==> config.mk <==
export PLATFORM = sky130hd
export DESIGN_NAME = ex_sta_agg_flat
export DESIGN_NICKNAME = d
export VERILOG_FILES = /design/src/rtl/ex_sta_agg_if.sv /design/src/rtl/ex_sta_agg.sv /design/src/flat_wrapper.sv
export SDC_FILE = /design/constraint.sdc
export NUM_CORES = 2
export LEC_CHECK = 0
export ABC_AREA = 1
export BUFFER_PORTS_ARGS = -buffer_cell sky130_fd_sc_hd__buf_2
export CORE_UTILIZATION = 30
export CTS_BUF_LIST = sky130_fd_sc_hd__clkbuf_8
export DETAILED_ROUTE_END_ITERATION = 6
export HOLD_SLACK_MARGIN = 0.02
export PLACE_DENSITY = 0.55
export SLEW_MARGIN = 20
export SYNTH_ARGS = -nofsm -noshare
export SYNTH_HDL_FRONTEND = slang
export SYNTH_SLANG_ARGS = --single-unit
==> constraint.sdc <==
create_clock -name clk_150m -period 6.85 [get_ports clk_150m]
set_input_delay 0.685 -clock clk_150m [delete_from_list [all_inputs] [get_ports clk_150m]]
set_output_delay 0.685 -clock clk_150m [all_outputs]
set_load 0.05 [all_outputs]
==> src/rtl/ex_sta_agg_if.sv <==
// rtl/ex_sta_agg_if.sv - status source and EMIF read bundle for ex_sta_agg
interface ex_sta_agg_if #(
  parameter int N_SRC = 4
);
  logic [N_SRC-1:0]    src_sel;
  logic [N_SRC-1:0]    src_dval;
  logic [18*N_SRC-1:0] src_data;
  logic                rd_sel;
  logic [8:0]          rd_addr;
  logic [15:0]         rd_data;

  modport master (
    output src_sel, src_dval, src_data, rd_sel, rd_addr,
    input  rd_data
  );

  modport slave (
    input  src_sel, src_dval, src_data, rd_sel, rd_addr,
    output rd_data
  );
endinterface

==> src/rtl/ex_sta_agg.sv <==
// rtl/ex_sta_agg.sv - expansion-case status aggregator: frame parser, per-slot liveness, EMIF read path
module ex_sta_agg #(
  parameter int N_SRC  = 4,
  parameter int N_SLOT = 16,
  parameter int TO_CYC = 150000
) (
  input  logic              clk_150m,
  input  logic              rst_150m,
  ex_sta_agg_if.slave       bus,
  output logic [N_SLOT-1:0] slot_online,
  output logic [N_SLOT-1:0] hot_plug_req
);
  localparam int CW = $clog2(TO_CYC);
  localparam logic [1:0] TAG_STA1 = 2'b00;
  localparam logic [1:0] TAG_HDR  = 2'b01;
  localparam logic [1:0] TAG_STA2 = 2'b10;

  typedef enum logic [1:0] {IDLE, W1, W2} pstate_t;

  logic [3:0]    sel_idx;
  logic          sel_any;
  logic          sel_dval;
  logic [17:0]   sel_data;
  logic [4:0]    src_cur;
  logic          src_sw;
  logic          in_dval;
  logic [17:0]   in_data;
  logic [1:0]    tag;
  logic [15:0]   payload;
  pstate_t       state, state_nx;
  logic [3:0]    slot_id, id_nx;
  logic [15:0]   sh_sta1, sh_nx;
  logic          commit, perr, id_ok, wr, err;
  logic [15:0]   sta1 [N_SLOT];
  logic [15:0]   sta2 [N_SLOT];
  logic [CW-1:0] to_cnt [N_SLOT];
  logic [15:0]   err_cnt;
  logic [15:0]   rd_word;
  logic          err_clr;

  // Descending scan so the lowest set enable bit ends up selected.
  always_comb begin
    sel_idx  = '0;
    sel_any  = 1'b0;
    sel_dval = 1'b0;
    sel_data = '0;
    for (int k = N_SRC - 1; k >= 0; k--) begin
      if (bus.src_sel[k]) begin
        sel_idx = 4'(k);
        sel_any = 1'b1;
      end
    end
    for (int k = 0; k < N_SRC; k++) begin
      if (sel_any && sel_idx == 4'(k)) begin
        sel_dval = bus.src_dval[k];
        sel_data = bus.src_data[18*k +: 18];
      end
    end
  end

  always_ff @(posedge clk_150m) begin
    if (!rst_150m) begin
      in_dval <= 1'b0;
      in_data <= '0;
      src_cur <= '0;
      src_sw  <= 1'b0;
    end else begin
      in_dval <= sel_dval;
      in_data <= sel_data;
      src_cur <= {sel_any, sel_idx};
      src_sw  <= ({sel_any, sel_idx} != src_cur);
    end
  end

  assign tag     = in_data[17:16];
  assign payload = in_data[15:0];

  always_ff @(posedge clk_150m) begin
    if (!rst_150m) begin
      state   <= IDLE;
      slot_id <= '0;
      sh_sta1 <= '0;
    end else begin
      state   <= state_nx;
      slot_id <= id_nx;
      sh_sta1 <= sh_nx;
    end
  end

  // A source switch abandons any partial frame silently; a header arriving
  // with the switch still opens a new frame.
  always_comb begin
    state_nx = state;
    id_nx    = slot_id;
    sh_nx    = sh_sta1;
    commit   = 1'b0;
    perr     = 1'b0;
    if (src_sw) begin
      state_nx = IDLE;
      if (in_dval && tag == TAG_HDR) begin
        state_nx = W1;
        id_nx    = payload[3:0];
      end
    end else if (in_dval) begin
      case (state)
        IDLE: begin
          if (tag == TAG_HDR) begin
            state_nx = W1;
            id_nx    = payload[3:0];
          end else begin
            perr = 1'b1;
          end
        end
        W1: begin
          if (tag == TAG_STA1) begin
            state_nx = W2;
            sh_nx    = payload;
          end else if (tag == TAG_HDR) begin
            perr     = 1'b1;
            state_nx = W1;
            id_nx    = payload[3:0];
          end else begin
            perr     = 1'b1;
            state_nx = IDLE;
          end
        end
        W2: begin
          if (tag == TAG_STA2) begin
            commit   = 1'b1;
            state_nx = IDLE;
          end else if (tag == TAG_HDR) begin
            perr     = 1'b1;
            state_nx = W1;
            id_nx    = payload[3:0];
          end else begin
            perr     = 1'b1;
            state_nx = IDLE;
          end
        end
        default: state_nx = IDLE;
      endcase
    end
  end

  assign id_ok = ({1'b0, slot_id} < 5'(N_SLOT));
  assign wr    = commit & id_ok;
  assign err   = perr | (commit & ~id_ok);

  // A commit to a slot outranks its expiry in the same cycle.
  always_ff @(posedge clk_150m) begin
    if (!rst_150m) begin
      slot_online  <= '0;
      hot_plug_req <= '0;
      for (int i = 0; i < N_SLOT; i++) begin
        sta1[i]   <= '0;
        sta2[i]   <= '0;
        to_cnt[i] <= '0;
      end
    end else begin
      for (int i = 0; i < N_SLOT; i++) begin
        hot_plug_req[i] <= 1'b0;
        if (wr && slot_id == 4'(i)) begin
          sta1[i]         <= sh_sta1;
          sta2[i]         <= payload;
          to_cnt[i]       <= '0;
          slot_online[i]  <= 1'b1;
          hot_plug_req[i] <= ~slot_online[i];
        end else if (slot_online[i]) begin
          if (to_cnt[i] == CW'(TO_CYC - 1)) begin
            slot_online[i] <= 1'b0;
            sta1[i]        <= '0;
            sta2[i]        <= '0;
            to_cnt[i]      <= '0;
          end else begin
            to_cnt[i] <= to_cnt[i] + CW'(1);
          end
        end
      end
    end
  end

  // Slot status words come back byte-swapped; status and counter words do not.
  always_comb begin
    rd_word = '0;
    for (int i = 0; i < N_SLOT; i++) begin
      if (bus.rd_addr == 9'(2*i))
        rd_word = {sta1[i][7:0], sta1[i][15:8]};
      else if (bus.rd_addr == 9'(2*i + 1))
        rd_word = {sta2[i][7:0], sta2[i][15:8]};
    end
    if (bus.rd_addr == 9'd32)
      rd_word[N_SLOT-1:0] = slot_online;
    if (bus.rd_addr == 9'd33)
      rd_word = err_cnt;
  end

  assign err_clr = bus.rd_sel && (bus.rd_addr == 9'd33);

  always_ff @(posedge clk_150m) begin
    if (!rst_150m) begin
      err_cnt     <= '0;
      bus.rd_data <= '0;
    end else begin
      if (err_clr)
        err_cnt <= {15'd0, err};
      else if (err && err_cnt != 16'hFFFF)
        err_cnt <= err_cnt + 16'd1;
      bus.rd_data <= bus.rd_sel ? rd_word : 16'd0;
    end
  end
endmodule

==> src/flat_wrapper.sv <==
// flat-port wrapper written by rule: the top's interface ports become plain ports
module ex_sta_agg_flat 
#(
  parameter int N_SRC  = 4,
  parameter int N_SLOT = 16,
  parameter int TO_CYC = 150000
)
  (clk_150m, rst_150m, slot_online, hot_plug_req, bus_src_sel, bus_src_dval, bus_src_data, bus_rd_sel, bus_rd_addr, bus_rd_data);
  ex_sta_agg_if #(.N_SRC(N_SRC)) bus_i ();
  input  logic clk_150m;
  input  logic rst_150m;
  output logic [N_SLOT-1:0] slot_online;
  output logic [N_SLOT-1:0] hot_plug_req;
  input wire logic [$bits(bus_i.src_sel)-1:0] bus_src_sel;
  input wire logic [$bits(bus_i.src_dval)-1:0] bus_src_dval;
  input wire logic [$bits(bus_i.src_data)-1:0] bus_src_data;
  input wire logic [$bits(bus_i.rd_sel)-1:0] bus_rd_sel;
  input wire logic [$bits(bus_i.rd_addr)-1:0] bus_rd_addr;
  output wire logic [$bits(bus_i.rd_data)-1:0] bus_rd_data;
  assign bus_i.src_sel = bus_src_sel;
  assign bus_i.src_dval = bus_src_dval;
  assign bus_i.src_data = bus_src_data;
  assign bus_i.rd_sel = bus_rd_sel;
  assign bus_i.rd_addr = bus_rd_addr;
  assign bus_rd_data = bus_i.rd_data;
  ex_sta_agg #(.N_SRC(N_SRC), .N_SLOT(N_SLOT), .TO_CYC(TO_CYC)) u_core (.clk_150m(clk_150m), .rst_150m(rst_150m), .bus(bus_i), .slot_online(slot_online), .hot_plug_req(hot_plug_req));
endmodule
==> run summary <==
Registers take 26210 sq um. The first routing iteration left 3134 violations. The count of endpoints failing hold in the final timing report was 0.

The H-tree generated during clock tree synthesis spans 4 levels. In this run, synthesis inferred 800 flip-flops with an integrated enable. The number of nets in the layout was 4916. In this run, CTS created clock tree buffers numbering 161. TritonCTS built the clock tree. From synthesis to final layout, the design area changed by 14.02%.

In this run the clock root is driven by a sky130_fd_sc_hd__clkbuf_8. Post-CTS timing repair inserted 0 buffers for setup. The floorplan step set the die width to 379.7 um.

The tool flagged a number of max-cap violations equal to 0. 140 I/O pins were placed. In this run the core area contains 138 standard-cell rows. For this run, the leading register cell type out of synthesis is sky130_fd_sc_hd__edfxtp_1. The cell count after synthesis came out at 4617. The class of the most critical setup path was reg2reg.

sky130_fd_sc_hd__edfxtp_1 takes more of the synthesized area than any other cell. A synthesized cell averages 9.268 sq um. The distinct cell type count after synthesis came out at 50.

The first global-routing pass estimated 187.1 mm of wire. Area share of the largest cell type after synthesis: 0.5614. The cell area power density is 237.7 nW/um^2, and the net count after synthesis is 4730. By area the synthesized netlist is led by sky130_fd_sc_hd__edfxtp_1 (56%), sky130_fd_sc_hd__nor2_1 (9.1%), sky130_fd_sc_hd__nand2_1 (7.8%), sky130_fd_sc_hd__dfxtp_1 (5.1%), sky130_fd_sc_hd__inv_1 (4.6%).

The initial cell density of the core was 0.3022. The number of clock sinks came out at 909. The detailed-route DRC error count was 0.

For the sequential share of the synthesized area, the log shows 0.6124. The kind of launch point of the worst setup path is a flop. Setup repair after global routing left no endpoint under its margin. The quantity of I/O buffers inserted on ports was 139. The tools report the number of synthesis warnings as 0.

The endpoint required time on the critical path was 7.32 ns. In the final layout, the multi-input gates occupy 14140 sq um. The smallest clock period supported by the final layout is computed as 3.478 ns. At the later pin of the worst-skew pair, clock insertion delay measures 0.86 ns. The layout cell share with drive strength beyond 1 was 0.1023; the endpoint arrival time on the critical path was 3.95 ns.

The wire-length estimate of the detail-placed layout is 83.63 mm. For the overall overflow remaining after global route, the log shows 0. The core region is 141600 sq um. The commonest non-fill, non-tap cell in the layout is sky130_fd_sc_hd__nor2_1.

Worst slew slack as a fraction of its limit: 0.2541. For the leakage power of the design, the log shows 18.47 nW. Summing internal, switching and leakage power gives 11.60 mW. The standard cell area after detailed placement is 45770 sq um, and the height of the die is 379.7 um. The number of instances resized during post-cts repair was 0; the aggregate negative setup slack was 0 ns. Setup violations remaining at the end of the flow were counted as 0. The logs give 6 for the initial antenna violation count and 52 for the largest net degree at the start of global routing. The logs give 31220 for the number of global-route vias before repair and 123.7 mm for the overall routed net length.

The fraction of synthesis flops using an asynchronous set or reset pin works out to 0. The fraction of the cycle the final worst path needs was 0.5077. Counting flops and latches in the post-synthesis netlist gives 909. The flow ran to the end, and the final reports show no timing, DRC or antenna violations. Using the TritonRoute via totals, the vias-per-cell ratio works out to 4.801. Between clock sinks in the finished design, the worst skew comes to 0.04676 ns.

The overall die area is 144100 sq um, and the worst hold slack is 0.1350 ns. The run gives 131.9 uV as the peak supply drop. Hold repair after CTS inserted 0 buffers. The logs give 0 for the max-slew violation count and 14600 for the filler cell count in the final layout.

Timing would allow up to 0.2875 GHz. The mapped netlist covers 42790 sq um. The total via count after detailed routing is 32740, and the clock transition time at the flip-flop clock pins of the worst setup and hold paths is 0.06 ns. The library cells used most frequently in the layout, excluding fill and tap cells, are sky130_fd_sc_hd__nor2_1 (1034), sky130_fd_sc_hd__nand2_1 (881), sky130_fd_sc_hd__edfxtp_1 (800), sky130_fd_sc_hd__inv_1 (589), sky130_fd_sc_hd__nand3_1 (197). Maximum buffer depth of the clock tree: 3. The tools report the count of TritonRoute iterations in the first routing pass as 6.

Average wire length per cell after detail routing: 18.14 um. The measured slew at the worst slew-check pin works out to 1.119 ns. STA classifies the critical path endpoint as a flop. The tools report the global placer's final weighted congestion as 0.8648. The overall global routing resource usage was 0.1682; the maximum fanout along the worst path was 33. The final instance area is 48790 sq um. The class of the tightest hold or removal check is in2reg. In this run the remaining antenna-violating nets after routing total 0.
## layer usage
layer | global-route usage | up-vias | wire, um
met5 | 0 | - | 20
met4 | 0.04973 | 4 | 2636
met3 | 0.03437 | 183 | 9329
met2 | 0.2663 | 1144 | 56410
met1 | 0.2313 | 15700 | 55340
li1 | - | 15710 | -
## per-stage QoR
| step | cells | util | setup WS, ns |
|---|---|---|---|
| after floorplan | 4617 | - | 1.714 |
| after global placement | 6530 | 0.3230 | 2.668 |
| after detailed placement | 6530 | 0.3232 | 2.620 |
| after CTS | 6819 | 0.3446 | 3.291 |
| after global routing | 6820 | 0.3446 | 3.073 |
| final | 6820 | 0.3446 | 3.372 |
## synthesized netlist by cell type (22+ instances only)
cell and count:
sky130_fd_sc_hd__nor2_1 1038, sky130_fd_sc_hd__or2_2 58, sky130_fd_sc_hd__nor3b_1 38, sky130_fd_sc_hd__nand2_1 889, sky130_fd_sc_hd__nand4_1 150, sky130_fd_sc_hd__nand3_1 198
sky130_fd_sc_hd__a21oi_1 139, sky130_fd_sc_hd__o21ai_0 78, sky130_fd_sc_hd__clkbuf_1 142, sky130_fd_sc_hd__xor2_1 77, sky130_fd_sc_hd__nor4_1 52, sky130_fd_sc_hd__inv_1 528
sky130_fd_sc_hd__nor3_1 139, sky130_fd_sc_hd__xnor2_1 22, sky130_fd_sc_hd__dfxtp_1 109, sky130_fd_sc_hd__edfxtp_1 800
## power by group
group	internal [mW]	total, mW	switching (mW)
registers	6.21	6.32	0.106
logic	0.101	0.462	0.361
clock network	2.50	4.82	2.31
## area by class of cell
| type | instances | area share |
|---|---|---|
| antenna | 1 | 0.00005129 |
| multi-input combinational | 3007 | 0.2897 |
| tap | 1890 | 0.04847 |
| timing repair buffer | 183 | 0.02108 |
| sequential | 909 | 0.5371 |
| inverter | 541 | 0.04162 |
| clock inverter | 110 | 0.01144 |
| clock buffer | 179 | 0.05049 |
## worst max-delay path, cell delays in order (launching register included)
cell	delay, ns
sky130_fd_sc_hd__dfxtp_1	0.34
sky130_fd_sc_hd__inv_1	0.09
sky130_fd_sc_hd__ha_1	0.20
sky130_fd_sc_hd__nand4_1	0.35
sky130_fd_sc_hd__nor3_1	0.25
sky130_fd_sc_hd__inv_1	0.23
sky130_fd_sc_hd__nor2_1	0.26
sky130_fd_sc_hd__nor2_1	0.11
sky130_fd_sc_hd__o21ai_4	0.08
sky130_fd_sc_hd__buf_4	0.51
sky130_fd_sc_hd__inv_1	0.09
sky130_fd_sc_hd__nand2_1	0.59
## kinds of logic (layout without fill, tap and decap cells)
logic type | after synthesis | in the layout | share of synthesized area
AO/OA/AOI/OAI | 282 | 282 | 0.03717
XOR/XNOR | 99 | 99 | 0.02026
adder cells (fa/ha/maj) | 21 | 21 | 0.006141
buffers and inverters | 701 | 1013 | 0.06246
flip-flops | 909 | 909 | 0.6124
AND/OR/NAND/NOR | 2605 | 2605 | 0.2615
other | 0 | 1 | 0
## flip-flops by register name, summed over array words and instances (netlist names), 16 cells and up
signal               flops
u_core.in_data          18
u_core.hot_plug_req     16
u_core.slot_online      16
u_core.sta1            256
u_core.sh_sta1          16
u_core.bus.rd_data      16
u_core.to_cnt          288
u_core.sta2            256
u_core.err_cnt          16
## worst paths after layout
kind	cells past startpoint	startpoint	to	slack, ns
max	11	u_core.state[0]$_SDFFE_PN0P_	u_core.to_cnt[0][61]$_SDFFCE_PN0P_	3.37
min	3	bus_src_data[47]	u_core.in_data[11]$_SDFF_PN0_	0.14
max reg2reg	11	u_core.state[0]$_SDFFE_PN0P_	u_core.to_cnt[0][61]$_SDFFCE_PN0P_	3.37
min reg2reg	1	u_core.err_cnt[14]$_SDFFE_PP0P_	u_core.err_cnt[14]$_SDFFE_PP0P_	0.48
(Power assumes the default switching activity.)
